## config.mk

```make
export PLATFORM = sky130hd
export DESIGN_NAME = parser_ingress_arbiter
export DESIGN_NICKNAME = d
export VERILOG_FILES = /design/src/rtl/parser_ingress_arbiter.sv
export SDC_FILE = /design/constraint.sdc
export NUM_CORES = 1
export LEC_CHECK = 0
export CAP_MARGIN = 20
export CELL_PAD_IN_SITES_DETAIL_PLACEMENT = 0
export CELL_PAD_IN_SITES_GLOBAL_PLACEMENT = 1
export CORE_ASPECT_RATIO = 2
export CORE_MARGIN = 4
export CORE_UTILIZATION = 42
export CTS_BUF_LIST = sky130_fd_sc_hd__clkbuf_8
export DETAILED_ROUTE_END_ITERATION = 10
export DONT_BUFFER_PORTS = 1
export MAX_ROUTING_LAYER = met4
export PLACE_DENSITY = 0.74
export SETUP_SLACK_MARGIN = 0.3
export SLEW_MARGIN = 20
export SYNTH_ARGS = -nofsm -noshare
export SYNTH_HDL_FRONTEND = slang
export SYNTH_SLANG_ARGS = --single-unit
```

## constraint.sdc

```tcl
create_clock -name clk -period 3.1 [get_ports clk]
set_clock_uncertainty 0.15 [all_clocks]
set_input_delay 0.155 -clock clk [delete_from_list [all_inputs] [get_ports clk]]
set_output_delay 0.155 -clock clk [all_outputs]
set_load 0.01 [all_outputs]
```

## src/rtl/parser_ingress_arbiter.sv

```systemverilog
`default_nettype none
// +------------------------------------------------------------------+
// | parser_ingress_arbiter: frame-granular round-robin AXI-S ingress  |
// | mux in front of the Ethernet parser, with over-length truncation. |
// | Rev 1.0                                                          |
// +------------------------------------------------------------------+
module parser_ingress_arbiter #(
  parameter int NUM_PORTS  = 4,
  parameter int DATA_WIDTH = 8,
  parameter int MAX_BEATS  = 1518
) (
  input  logic                              clk,
  input  logic                              rst_n,
  input  logic                              cfg_enable,
  input  logic [NUM_PORTS*DATA_WIDTH-1:0]   s_tdata,
  input  logic [NUM_PORTS-1:0]              s_tvalid,
  input  logic [NUM_PORTS-1:0]              s_tlast,
  output logic [NUM_PORTS-1:0]              s_tready,
  output logic [DATA_WIDTH-1:0]             m_tdata,
  output logic                              m_tvalid,
  output logic                              m_tlast,
  output logic                              m_tuser,
  input  logic                              m_tready,
  output logic [$clog2(NUM_PORTS)-1:0]      m_tdest,
  output logic                              busy,
  output logic [15:0]                       trunc_count
);

  localparam int GW = $clog2(NUM_PORTS);
  localparam int CW = $clog2(MAX_BEATS + 1);
  localparam logic [CW-1:0] LAST_BEAT = CW'(MAX_BEATS - 1);

  typedef enum logic [1:0] {
    S_IDLE = 2'd0,
    S_PASS = 2'd1,
    S_DROP = 2'd2
  } state_t;

  state_t          state;
  logic [GW-1:0]   grant;
  logic [GW-1:0]   last_grant;
  logic [GW-1:0]   next_grant;
  logic [CW-1:0]   beat_cnt;

  logic sel_valid;
  logic sel_last;
  logic at_limit;
  logic handshake;

  assign sel_valid = s_tvalid[grant];
  assign sel_last  = s_tlast[grant];
  assign at_limit  = (beat_cnt == LAST_BEAT);
  assign handshake = (state == S_PASS) && sel_valid && m_tready;

  // Walk downward so the requester closest above last_grant is assigned last and wins.
  always_comb begin
    next_grant = last_grant;
    for (int k = NUM_PORTS; k >= 1; k--) begin
      if (s_tvalid[GW'((int'(last_grant) + k) % NUM_PORTS)])
        next_grant = GW'((int'(last_grant) + k) % NUM_PORTS);
    end
  end

  always_comb begin
    s_tready = '0;
    m_tdata  = '0;
    m_tvalid = 1'b0;
    m_tlast  = 1'b0;
    m_tuser  = 1'b0;
    case (state)
      S_PASS: begin
        s_tready[grant] = m_tready;
        m_tdata         = s_tdata[int'(grant)*DATA_WIDTH +: DATA_WIDTH];
        m_tvalid        = sel_valid;
        m_tlast         = sel_last | at_limit;
        m_tuser         = at_limit & ~sel_last;
      end
      S_DROP: s_tready[grant] = 1'b1;
      default: ;
    endcase
  end

  assign m_tdest = grant;
  assign busy    = (state != S_IDLE);

  always_ff @(posedge clk or negedge rst_n) begin
    if (!rst_n) begin
      state       <= S_IDLE;
      grant       <= '0;
      last_grant  <= GW'(NUM_PORTS - 1);
      beat_cnt    <= '0;
      trunc_count <= '0;
    end else begin
      case (state)
        S_IDLE: begin
          if (cfg_enable && |s_tvalid) begin
            grant    <= next_grant;
            beat_cnt <= '0;
            state    <= S_PASS;
          end
        end
        S_PASS: begin
          if (handshake) begin
            beat_cnt <= beat_cnt + CW'(1);
            if (sel_last) begin
              last_grant <= grant;
              state      <= S_IDLE;
            end else if (at_limit) begin
              last_grant <= grant;
              state      <= S_DROP;
              if (trunc_count != 16'hFFFF)
                trunc_count <= trunc_count + 16'd1;
            end
          end
        end
        S_DROP: begin
          if (sel_valid && sel_last)
            state <= S_IDLE;
        end
        default: state <= S_IDLE;
      endcase
    end
  end

endmodule
`default_nettype wire
```

==> impl_metrics.env, run 1 <==
export IMPL_status="complete, no violations"
export IMPL_final_cell_area_mm2=0.00244
export IMPL_grt_max_degree=34
export IMPL_synth_xor_area_share_pct=8.30
export IMPL_cts_buffers=5
export IMPL_ff2ff_setup_slack_ps=550
export IMPL_fmax_mhz=393
export IMPL_portBuffers=0
export IMPL_seq_area_um2=828
export IMPL_synth_simple_area_share_pct=25.5
export IMPL_gr_usage_all_layers_pct=18.2
export IMPL_grt_pass1_wl_um=8940
export IMPL_multiInputGateArea_mm2=0.00130
export IMPL_num_vias=1814
export IMPL_ioPinCount=78
export IMPL_start_kind="flop"
export IMPL_rows=37
export IMPL_die_x_um=59.4
export IMPL_cts_tree="done"
export IMPL_power_density_mw_per_mm2=686
export IMPL_hp_class="in -> reg"
export IMPL_grt_pass1_vias=1803
export IMPL_post_dp_cell_area_mm2=0.00227
export IMPL_grt_overflow=0
export IMPL_dpl_hpwl_um=4370
export IMPL_synth_top_area_share_pct=35.0
export IMPL_crit_path_end_kind="flop"
export IMPL_netlist_area_mm2=0.00222
export IMPL_hold_viol=0
export IMPL_synthCells=231
export IMPL_synthAdderAreaFrac_pct=3.39
export IMPL_syn2layout_area_growth_pct=10.1
export IMPL_finalSetupTns_ps=0
export IMPL_clk_latency_ps=280
export IMPL_dieHeight_um=111
export IMPL_fill_cells=511
export IMPL_slew_limit_headroom_pct=61.1
export IMPL_hold_ws_ps=56.1
export IMPL_syn_nets=281
export IMPL_fin_util_pct=47.5
export IMPL_yosysWarnings=0
export IMPL_firstDrtPassIters=4
export IMPL_ff2ff_path_depth=6
export IMPL_synth_top_family_by_area="simple AND/OR/NAND/NOR gates"
export IMPL_setup_slack_ps=555
export IMPL_yosysUniqueCellTypes=37
export IMPL_ir_worst_vdd_mv=0.499
export IMPL_leakage_nw=1.05
export IMPL_layout_common_cells="dfrtp_1, nand3_1, xnor2_1"
export IMPL_rsz0062_at_grt="no"
export IMPL_cts_buffer_depth=2
export IMPL_grt_antenna_before_repair=0
export IMPL_worst_pin_slew_ps=582
export IMPL_crit_fanout=16
export IMPL_ys_ff_latch=33
export IMPL_pre_cts_ws_ps=543
export IMPL_slew_viol_final=0
export IMPL_start_util_pct=43.1
export IMPL_gp_congestion=0.786
export IMPL_crit_type="reg -> reg"
export IMPL_cp_data_required_time_ps=3120
export IMPL_post_route_period_util_pct=82.1
export IMPL_cts_resized=0
export IMPL_routed_wirelength_um=5680
export IMPL_setup_violations=0
export IMPL_layout_min_cycle_time_ps=2550
export IMPL_drt_initial_drc_count=81
export IMPL_synth_top_area_cell="dfrtp_1"
export IMPL_final_common_cell="dfrtp_1"
export IMPL_htree_num_levels=2
export IMPL_via_per_inst=6.13
export IMPL_maxCapViolations=0
export IMPL_ys_seq_area_share_pct=37.4
export IMPL_rr_startpoint="m_tdest[1]"
export IMPL_worstReg2RegEnd="trunc_count[1]"
export IMPL_drive_gt1_share_pct=11.8
export IMPL_worstPathArrival_ps=2570
export IMPL_core_mm2=0.00514
export IMPL_ant_nets=0
export IMPL_synth_top_cells_by_area="dfrtp_1, mux4_2, xnor2_1"
export IMPL_fin_nets=287
export IMPL_fp_dieArea_mm2=0.00657
export IMPL_synth_compound_gate_area_share_pct=9.32
export IMPL_wire_per_inst_um=19.2
export IMPL_cp_startpoint="m_tdest[1]"
export IMPL_clock_sinks=33
export IMPL_cts_root_buf="clkbuf_8"
export IMPL_crit_end="trunc_count[1]"
export IMPL_diodes=0
export IMPL_drc_errors=0
export IMPL_clk_pin_slew_ps=70
export IMPL_syn_avg_cell_area_um2=9.59
export IMPL_synthMuxAreaShare_pct=12.0
-- timing repair --
action / 4_1_cts / 5_1_grt
setup buffers: 0 / 0
endpoints found under the hold margin: 35 / 0
hold buffers: 5 / 0
-- where the power goes --
group          switching, mW  internal (mW)  total (mW)  leakage [nW]
logic                  0.426          0.312       0.738         0.545
clock network          0.157          0.235       0.392        0.0593
registers             0.0583          0.484       0.542         0.448
total                  0.642           1.03        1.67          1.05
-- logic make-up (layout without fill, tap and decap cells) --
group / Yosys count / in the layout
DFF: 33 / 33
AOI/OAI and AO/OA: 34 / 34
and+or+nand+nor: 102 / 102
adders and majority gates: 6 / 6
muxes: 14 / 14
buffers and inverters: 21 / 28
xor gates and xnor gates: 21 / 21
-- synth_stat cells (all sizes together) --
master and n:
dfrtp 31, nand3 17, xnor2 16, nand2 15
and2 13, nor2 13, nand4 12, and3 11
nor3 11, a21oi 10, inv 10, mux4 10
o21ai 10, clkbuf 7, ha 6, a31oi 5
xor2 5, buf 4, nor3b 4, and4 3
mux2i 3, a22o 2, dfstp 2, or3 2
a21o 1, a22oi 1, mux2 1, nand2b 1
o221ai 1, o22ai 1, o31ai 1, o41a 1
o41ai 1
-- routing by layer --
| metal | GRT usage, % | wire, µm | part of all wire, % |
|---|---|---|---|
| met4 | 6.20 | 113 | 2.0 |
| met2 | 33.6 | 3180 | 56 |
| met3 | 3.61 | 479 | 8.4 |
| met5 | - | 0 | 0 |
| met1 | 17.7 | 1910 | 34 |
-- through the flow --
step                      power, mW  cells
after floorplan                1.13    231
after global placement         1.27    283
after detailed placement       1.27    283
after CTS                      1.70    296
after global routing           1.80    296
final                          1.67    296
-- critical path: stages, from the launching register on --
cell,delay (ps)
dfrtp_1,490
buf_4,250
mux4_2,350
nand2b_4,180
nor3_4,520
nand2_1,180
mux2_2,310
-- worst min path at each step --
stage                     start           to  slack, ps  cells after the start
finish              s_tvalid[0]   m_tdest[0]         60                      3
global route        s_tvalid[0]   m_tdest[0]         80                      3
CTS                 s_tvalid[0]   m_tdest[0]         60                      3
detailed placement        rst_n  beat_cnt[2]       -290                      0
global placement          rst_n  beat_cnt[2]       -290                      0
floorplan                 rst_n  beat_cnt[0]       -290                      0
-- registers in the layout (all words and copies together) (netlist names) --
signal,cells
beat_cnt,11
last_grant,2
m_tdest,2
state,2
trunc_count,16
-- layout make-up --
cell class,instances,area share [%]
Multi-Input combinational cell,177,53.1
Clock inverter,3,1.59
Inverter,10,1.54
Sequential cell,33,33.9
Timing Repair Buffer,10,4.00
Clock buffer,5,2.82
Tap cell,58,2.97
No activity file was read; power rests on OpenSTA's default activity.
==> run 2, diff against run 1 <==
Clock period 3.1 ns to 2.6 ns, I/O delays scaled along.
==> run 2 against run 1 <==
Final area up 2.1%. Critical path depth stayed put. Global-route usage rose by 1.1 points. Core utilization is 1.0 points higher. Worst setup slack got worse by 85 ps. Clock power up 26%. Largest cell class unchanged.
==> impl_metrics.env, run 2 (same netlist as run 1, synthesis figures left out) <==
export IMPL_status="complete, no violations"
export IMPL_hp_class="in -> reg"
export IMPL_largest_register_ffs=16
export IMPL_rsz0062_at_grt="no"
export IMPL_wire_per_inst_um=19.7
export IMPL_start_kind="flop"
export IMPL_rr_startpoint="m_tdest[1]"
export IMPL_via_per_inst=6.01
export IMPL_ant_nets=0
export IMPL_rows=37
export IMPL_finalSetupTns_ps=0
export IMPL_worstPathArrival_ps=2160
export IMPL_worstPathCellList="mux4_2, nand2_1, nor3_4, buf_12, nand2_1, mux2_2"
export IMPL_grt_max_degree=34
export IMPL_leakage_nw=1.08
export IMPL_ir_worst_vdd_mv=0.493
export IMPL_diodes=0
export IMPL_crit_fanout=11
export IMPL_worst_pin_slew_ps=596
export IMPL_crit_slowest_cell="mux4_2"
export IMPL_drc_errors=0
export IMPL_firstDrtPassIters=4
export IMPL_hold_viol=0
export IMPL_clk_pin_slew_ps=80
export IMPL_fill_cells=467
export IMPL_layout_min_cycle_time_ps=2130
export IMPL_drt_initial_drc_count=55
export IMPL_clock_sinks=33
export IMPL_die_x_um=59.4
export IMPL_fin_nets=292
export IMPL_worstReg2RegEnd="trunc_count[1]"
export IMPL_ff2ff_path_depth=6
export IMPL_power_density_mw_per_mm2=816
export IMPL_cts_root_buf="clkbuf_8"
export IMPL_cts_buffers=5
export IMPL_drive_gt1_share_pct=15.6
export IMPL_htree_num_levels=2
export IMPL_hp_start="s_tvalid[3]"
export IMPL_ioPinCount=78
export IMPL_num_vias=1809
export IMPL_maxCapViolations=0
export IMPL_ff2ff_setup_slack_ps=470
export IMPL_post_route_period_util_pct=81.9
export IMPL_layout_common_cells="dfrtp_1, nand3_1, xnor2_1"
export IMPL_setup_violations=0
export IMPL_hold_depth=2
export IMPL_path_buf_inv=1
export IMPL_gr_usage_all_layers_pct=19.2
export IMPL_crit_family="multiplexers"
export IMPL_cp_data_required_time_ps=2630
export IMPL_cts_tree="done"
export IMPL_setup_slack_ps=470
export IMPL_cts_buffer_depth=2
export IMPL_fmax_mhz=469
export IMPL_gp_congestion=0.871
export IMPL_top_register="trunc_count"
export IMPL_grt_pass1_vias=1894
export IMPL_slew_viol_final=0
export IMPL_grt_overflow=0
export IMPL_core_mm2=0.00514
export IMPL_clk_latency_ps=290
export IMPL_portBuffers=0
export IMPL_crit_type="reg -> reg"
export IMPL_final_common_cell="dfrtp_1"
export IMPL_dieHeight_um=111
export IMPL_pre_cts_ws_ps=222
export IMPL_min_to="m_tdest[0]"
export IMPL_grt_pass1_wl_um=9360
export IMPL_crit_path_end_kind="flop"
export IMPL_start_util_pct=43.1
export IMPL_fp_dieArea_mm2=0.00657
export IMPL_grt_antenna_before_repair=0
export IMPL_dpl_hpwl_um=4730
export IMPL_path_common_cell="nand2_1"
export IMPL_routed_wirelength_um=5920
export IMPL_syn2layout_area_growth_pct=12.4
export IMPL_max_stage_delay_ps=600
export IMPL_largestRegisters="trunc_count x16, beat_cnt x11"
export IMPL_slew_limit_headroom_pct=60.1
-- run 2: report_power, final --
part	total, mW	internal [mW]	switching [mW]	leakage (nW)
logic	0.891	0.362	0.529	0.577
clock network	0.492	0.287	0.205	0.0543
registers	0.650	0.578	0.0717	0.447
-- run 2: layout make-up --
| cell class | instances | area [µm²] | share of cell area [%] |
|---|---|---|---|
| inverter | 10 | 37.5 | 1.51 |
| timing repair buffer | 15 | 140 | 5.63 |
| sequential | 33 | 830 | 33.3 |
| multi-input combinational | 177 | 1300 | 52.0 |
| clock inverter | 3 | 46.3 | 1.86 |
| clock buffer | 5 | 68.8 | 2.76 |
| tap | 58 | 72.6 | 2.91 |
-- run 2: what timing repair did --
| action | 4_1_cts | 5_1_grt |
|---|---|---|
| setup buffers | 5 | 0 |
| hold endpoints to repair | 33 | 0 |
| pin swaps | 1 | 0 |
| hold buffers | 2 | 0 |
| gates resized for setup | 0 | 2 |
| endpoints found under the setup margin | 1 | 3 |
-- run 2: metrics by stage --
stage	util, %	total power, mW	cells	cell area (µm²)	hold slack, ps
floorplan	-	1.34	231	2220	-316
global placement	44.7	1.54	286	2290	-315
detailed placement	44.7	1.54	286	2290	-315
CTS	48.5	2.06	301	2490	48.9
global route	48.5	2.18	301	2490	59.7
finish	48.5	2.03	301	2490	36.4
-- run 2: worst max path at each step --
stage | start | endpoint | depth (start not counted)
floorplan | m_tdest[0] | trunc_count[11] | 7
global placement | m_tdest[1] | trunc_count[1] | 5
detailed placement | m_tdest[1] | trunc_count[1] | 5
CTS | m_tdest[1] | trunc_count[1] | 6
global route | m_tdest[0] | trunc_count[7] | 8
finish | m_tdest[1] | trunc_count[1] | 6
-- run 2: metal layers --
metal	up-vias	share of wire [%]	track usage (%)
li1	866	-	-
met1	846	32	17.4
met2	87	57	35.0
met3	10	8.2	4.78
met4	0	2.8	9.23
met5	-	0	-
